## config.mk

```make
export PLATFORM = sky130hd
export DESIGN_NAME = frogger_game_sequencer
export DESIGN_NICKNAME = d
export VERILOG_FILES = /design/src/rtl/frogger_game_sequencer.sv
export SDC_FILE = /design/constraint.sdc
export NUM_CORES = 1
export LEC_CHECK = 0
export CAP_MARGIN = 10
export CORE_AREA = 2 2 72 74
export DETAILED_ROUTE_END_ITERATION = 10
export DIE_AREA = 0 0 74 76
export PLACE_DENSITY_LB_ADDON = 0.1
export SLEW_MARGIN = 25
export SYNTH_ARGS = -nofsm -noshare
export SYNTH_HDL_FRONTEND = slang
export SYNTH_SLANG_ARGS = --single-unit
export TNS_END_PERCENT = 30
```

## constraint.sdc

```tcl
create_clock -name SC_STATEMACHINEFROGGER_CLOCK_50 -period 2.8 [get_ports SC_STATEMACHINEFROGGER_CLOCK_50]
set_input_delay 0.56 -clock SC_STATEMACHINEFROGGER_CLOCK_50 [delete_from_list [all_inputs] [get_ports SC_STATEMACHINEFROGGER_CLOCK_50]]
set_output_delay 0.56 -clock SC_STATEMACHINEFROGGER_CLOCK_50 [all_outputs]
set_load 0.05 [all_outputs]
```

## src/rtl/frogger_game_sequencer.sv

```systemverilog
`default_nettype none
// ============================================================================
// Module   : frogger_game_sequencer
// Brief    : Game controller issuing setFrogger commands and tracking lives,
//            level, pause, game-over and timed freezes after death or level-up.
// Revision : 1.0  initial release
// ============================================================================
module frogger_game_sequencer #(
    parameter int LIVES_INIT  = 3,
    parameter int LEVEL_MAX   = 15,
    parameter int HOLD_CYCLES = 50_000_000,
    parameter int HOLD_WIDTH  = 26
) (
    input  logic       SC_STATEMACHINEFROGGER_CLOCK_50,
    input  logic       SC_STATEMACHINEFROGGER_RESET_InHigh,
    input  logic       start_InLow,
    input  logic       pause_InLow,
    input  logic       collision_InLow,
    input  logic       reachedTop_InLow,
    output logic [1:0] setFrogger_Out,
    output logic [1:0] lives_Out,
    output logic [3:0] level_Out,
    output logic       gameOver_Out,
    output logic       levelUp_Out
);

    typedef enum logic [3:0] {
        ST_IDLE     = 4'd0,
        ST_CLEAR    = 4'd1,
        ST_INIT     = 4'd2,
        ST_PLAY     = 4'd3,
        ST_PAUSE    = 4'd4,
        ST_HIT      = 4'd5,
        ST_LVLUP    = 4'd6,
        ST_HOLD     = 4'd7,
        ST_GAMEOVER = 4'd8
    } state_t;

    localparam logic [1:0] C_CMD_RUN    = 2'b00;
    localparam logic [1:0] C_CMD_FREEZE = 2'b01;
    localparam logic [1:0] C_CMD_INIT   = 2'b10;
    localparam logic [1:0] C_CMD_CLEAR  = 2'b11;

    localparam logic [1:0]            C_LIVES_INIT = 2'(LIVES_INIT);
    localparam logic [3:0]            C_LEVEL_MAX  = 4'(LEVEL_MAX);
    localparam logic [HOLD_WIDTH-1:0] C_HOLD_LAST  = HOLD_WIDTH'(HOLD_CYCLES - 1);

    state_t                state_q, state_d;
    logic [1:0]            lives_q, lives_d;
    logic [3:0]            level_q, level_d;
    logic [HOLD_WIDTH-1:0] hold_cnt_q, hold_cnt_d;
    logic [1:0]            set_frogger_q, set_frogger_d;
    logic                  game_over_q, game_over_d;
    logic                  level_up_q, level_up_d;
    logic                  start_prev_q, pause_prev_q;
    logic                  start_e, pause_e;

    assign start_e = start_prev_q & ~start_InLow;
    assign pause_e = pause_prev_q & ~pause_InLow;

    always_comb begin
        state_d    = state_q;
        lives_d    = lives_q;
        level_d    = level_q;
        hold_cnt_d = hold_cnt_q;

        case (state_q)
            ST_IDLE: begin
                if (start_e) state_d = ST_CLEAR;
            end
            ST_CLEAR: begin
                lives_d = C_LIVES_INIT;
                level_d = 4'd0;
                state_d = ST_INIT;
            end
            ST_INIT: begin
                hold_cnt_d = '0;
                state_d    = ST_PLAY;
            end
            ST_PLAY: begin
                if (!collision_InLow)       state_d = ST_HIT;
                else if (!reachedTop_InLow) state_d = ST_LVLUP;
                else if (pause_e)           state_d = ST_PAUSE;
            end
            ST_PAUSE: begin
                if (start_e)      state_d = ST_CLEAR;
                else if (pause_e) state_d = ST_PLAY;
            end
            ST_HIT: begin
                hold_cnt_d = '0;
                if (lives_q == 2'd1) begin
                    lives_d = 2'd0;
                    state_d = ST_GAMEOVER;
                end else begin
                    lives_d = lives_q - 2'd1;
                    state_d = ST_HOLD;
                end
            end
            ST_LVLUP: begin
                hold_cnt_d = '0;
                if (level_q < C_LEVEL_MAX) level_d = level_q + 4'd1;
                state_d = ST_HOLD;
            end
            ST_HOLD: begin
                // Counter runs 0..HOLD_CYCLES-1 so the freeze spans exactly HOLD_CYCLES cycles
                if (hold_cnt_q == C_HOLD_LAST) begin
                    hold_cnt_d = '0;
                    state_d    = ST_INIT;
                end else begin
                    hold_cnt_d = hold_cnt_q + 1'b1;
                end
            end
            ST_GAMEOVER: begin
                if (start_e) state_d = ST_CLEAR;
            end
            default: state_d = ST_IDLE;
        endcase
    end

    // Outputs decode the next state so they are valid the cycle a state is entered
    always_comb begin
        set_frogger_d = C_CMD_FREEZE;
        case (state_d)
            ST_CLEAR: set_frogger_d = C_CMD_CLEAR;
            ST_INIT:  set_frogger_d = C_CMD_INIT;
            ST_PLAY:  set_frogger_d = C_CMD_RUN;
            default:  set_frogger_d = C_CMD_FREEZE;
        endcase
        game_over_d = (state_d == ST_GAMEOVER);
        level_up_d  = (state_d == ST_LVLUP);
    end

    always_ff @(posedge SC_STATEMACHINEFROGGER_CLOCK_50 or posedge SC_STATEMACHINEFROGGER_RESET_InHigh) begin
        if (SC_STATEMACHINEFROGGER_RESET_InHigh) begin
            state_q       <= ST_IDLE;
            lives_q       <= C_LIVES_INIT;
            level_q       <= 4'd0;
            hold_cnt_q    <= '0;
            set_frogger_q <= C_CMD_FREEZE;
            game_over_q   <= 1'b0;
            level_up_q    <= 1'b0;
            start_prev_q  <= 1'b1;
            pause_prev_q  <= 1'b1;
        end else begin
            state_q       <= state_d;
            lives_q       <= lives_d;
            level_q       <= level_d;
            hold_cnt_q    <= hold_cnt_d;
            set_frogger_q <= set_frogger_d;
            game_over_q   <= game_over_d;
            level_up_q    <= level_up_d;
            start_prev_q  <= start_InLow;
            pause_prev_q  <= pause_InLow;
        end
    end

    assign setFrogger_Out = set_frogger_q;
    assign lives_Out      = lives_q;
    assign level_Out      = level_q;
    assign gameOver_Out   = game_over_q;
    assign levelUp_Out    = level_up_q;

endmodule
`default_nettype wire

```

==> flow_metrics.env <==
export IMPL_num_rows=26
export IMPL_insertion_delay_ns=0.29
export IMPL_dr_pass1_iters=4
export IMPL_hold_class="reg2reg"
export IMPL_yosysSeqAreaShare_pct=44.5
export IMPL_cts_buffers=5
export IMPL_ys_types=54
export IMPL_slowest_stage="clkdlybuf4s50_1"
export IMPL_p_leak_nw=1.08
export IMPL_die_area_um2=5620
export IMPL_placed_area_um2=2570
export IMPL_hpwl_um=3100
export IMPL_ant_nets=0
export IMPL_pre_cts_slack_ns=0.632
export IMPL_clk_pin_slew_worst_paths_ns=0.08
export IMPL_vias=1886
export IMPL_maxSlewViolCount=0
export IMPL_path_buf_inv=1
export IMPL_synthArstFlopShare_pct=100
export IMPL_period_share_pct=79.1
export IMPL_coreArea_um2=4910
export IMPL_drive_gt1_share_pct=11.6
export IMPL_cts_tree="built"
export IMPL_grt_pass1_wl_um=8080
export IMPL_outcome="finished clean"
export IMPL_syn_inst=252
export IMPL_drt_iter0_markers=84
export IMPL_irDropWorstVdd_uv=330
export IMPL_tns_ns=0
export IMPL_skew_ns=0.00943
export IMPL_busiest_layer="met2"
export IMPL_grt_pass1_vias=1714
export IMPL_cp_data_required_time_ns=2.24
export IMPL_fmax_mhz=451
export IMPL_clock_sinks=42
export IMPL_yosys_top_cells_count="37 x dfrtp_1, 30 x nand2_1, 17 x o21ai_0"
export IMPL_synth_top_area_share_pct=38.9
export IMPL_gr_usage_met2_pct=26.7
export IMPL_synth_seq_cells=42
export IMPL_htree_levels=2
export IMPL_r2r_slack_ns=0.60
export IMPL_holdBufCountCts=0
export IMPL_vias_per_cell=5.60
export IMPL_maxSlewHeadroom_pct=65.1
export IMPL_yosysWarnings=0
export IMPL_finalInstanceArea_um2=2690
export IMPL_io_pins=16
export IMPL_crit_path_start_kind="flop"
export IMPL_critPathKind="reg2out"
export IMPL_wl_um=4660
export IMPL_die_x_um=74
export IMPL_grt_max_degree=43
export IMPL_fin_ws_ns=0.585
export IMPL_synth_most_common_cell="dfrtp_1"
export IMPL_nets=275
export IMPL_cts_buffer_depth=2
export IMPL_holdPathStages=2
export IMPL_wl_per_cell_um=13.8
export IMPL_worst_setup_path_end_kind="output pin"
export IMPL_n_antenna_cell=0
export IMPL_reg2regPathDepth=5
export IMPL_synth_ff_type="dfrtp_1"
export IMPL_setup_violations=0
export IMPL_power_per_cell_area_nw_per_um2=847
export IMPL_synth_top_area_cell="dfrtp_1"
export IMPL_die_h_um=76
export IMPL_cpPeakStageDelay_ns=0.80
export IMPL_syn_avg_cell_area_um2=9.43
export IMPL_crit_arrival_ns=1.66
export IMPL_path_cells="clkdlybuf4s50_1"
export IMPL_postCtsSetupRepairBufs=0
export IMPL_syn_area_um2=2380
export IMPL_initial_utilization_pct=48.4
export IMPL_hold_viol=0
export IMPL_syn2layout_area_growth_pct=12.9
export IMPL_grt_usage_pct=18.2
export IMPL_maxCapViolCount=0
export IMPL_ys_top_cells_by_area="dfrtp_1 39%, dfstp_2 5.5%, nand2_1 4.7%"
export IMPL_root_buffer="clkbuf_8"
export IMPL_crit_fanout=4
export IMPL_drc=0
export IMPL_place_congestion=0.781
export IMPL_cts_resized=0
export IMPL_crit_cells=1
export IMPL_grt_use_met1_pct=26.3
export IMPL_finalCriticalPeriod_ns=2.22
export IMPL_cp_top_family="buffers and inverters"
export IMPL_antenna_found_initial=0
export IMPL_overflow=0
export IMPL_worst_pin_slew_ns=0.523
export IMPL_synthesis_nets=261
export IMPL_synth_edf_count=0
export IMPL_io_buffers=15
export IMPL_use_met3_pct=3.97
export IMPL_rsz0062_at_grt="no"
-- report_power, final --
group	switching, mW	internal [mW]	total [mW]
logic	0.612	0.349	0.961
clock network	0.204	0.291	0.495
registers	0.109	0.709	0.818
-- registers in the layout (all words and copies together) (netlist names) --
signal,flops
level_Out,4
levelUp_Out,1
gameOver_Out,1
pause_prev_q,1
start_prev_q,1
state_q,4
hold_cnt_q,26
lives_Out,2
setFrogger_Out,2
-- routing by layer --
layer | share of wire, % | wire length [µm]
met2 | 47 | 2200
met4 | 1.6 | 74
met3 | 4.0 | 187
met5 | 0 | 0
met1 | 47 | 2200
-- cells by family (layout without fill, tap and decap cells) --
kind of cell	count (synthesis)	in the layout	synth area share [%]
and+or+nand+nor	104	104	24.8
AOI/OAI and AO/OA	76	76	21.9
DFF	42	42	44.5
buffers and inverters	19	34	4.16
xor gates and xnor gates	7	7	2.58
adders and majority gates	3	3	1.58
muxes	1	1	0.421
-- cell type report --
| type | count | area (µm²) |
|---|---|---|
| Clock buffer | 7 | 86.3 |
| Timing Repair Buffer | 18 | 173 |
| Tap cell | 70 | 87.6 |
| Sequential cell | 42 | 1060 |
| Fill cell | 445 | 2230 |
| Multi-Input combinational cell | 191 | 1220 |
| Inverter | 8 | 30.0 |
| Clock inverter | 1 | 30.0 |
-- metrics by stage --
step,hold slack [ns],power [mW],utilization (%),instances
floorplan,0.467,1.56,-,252
global placement,0.501,1.78,52.3,329
detailed placement,0.503,1.79,52.3,329
CTS,0.518,2.29,54.7,337
global route,0.550,2.43,54.7,337
finish,0.511,2.27,54.7,337
-- layout by cell type (no fill, tap or decap), types with 3 or more instances in the layout --
| cell | count |
|---|---|
| nand4_1 | 5 |
| o21ai_1 | 6 |
| or3_1 | 3 |
| nor3_1 | 7 |
| nand3_1 | 10 |
| dfstp_2 | 5 |
| buf_4 | 3 |
| and4_1 | 3 |
| a31oi_1 | 11 |
| o21ai_0 | 17 |
| o211ai_1 | 3 |
| a21oi_1 | 13 |
| xnor2_1 | 3 |
| dfrtp_1 | 37 |
| nand2b_1 | 6 |
| inv_1 | 8 |
| a22o_1 | 3 |
| xor2_1 | 4 |
| nor4_1 | 7 |
| clkdlybuf4s50_1 | 15 |
| nand2_1 | 30 |
| nor2_1 | 11 |
| a21o_1 | 6 |
| clkbuf_8 | 6 |
| o21bai_1 | 3 |
| nor2b_1 | 4 |
| ha_1 | 3 |
-- path summary, 6_finish.rpt --
check                                              end                                start
setup / recovery                          lives_Out[0]             lives_Out[0]$_DFFE_PP1P_
hold / removal                lives_Out[1]$_DFFE_PP1P_             lives_Out[1]$_DFFE_PP1P_
setup reg to reg            hold_cnt_q[20]$_DFFE_PP0P_            hold_cnt_q[0]$_DFFE_PP0P_
hold reg to reg               lives_Out[1]$_DFFE_PP1P_             lives_Out[1]$_DFFE_PP1P_
max in group asynchronous  setFrogger_Out[0]$_DFF_PP1_  SC_STATEMACHINEFROGGER_RESET_InHigh
min in group asynchronous   hold_cnt_q[19]$_DFFE_PP0P_  SC_STATEMACHINEFROGGER_RESET_InHigh
No activity file was read; power rests on OpenSTA's default activity.
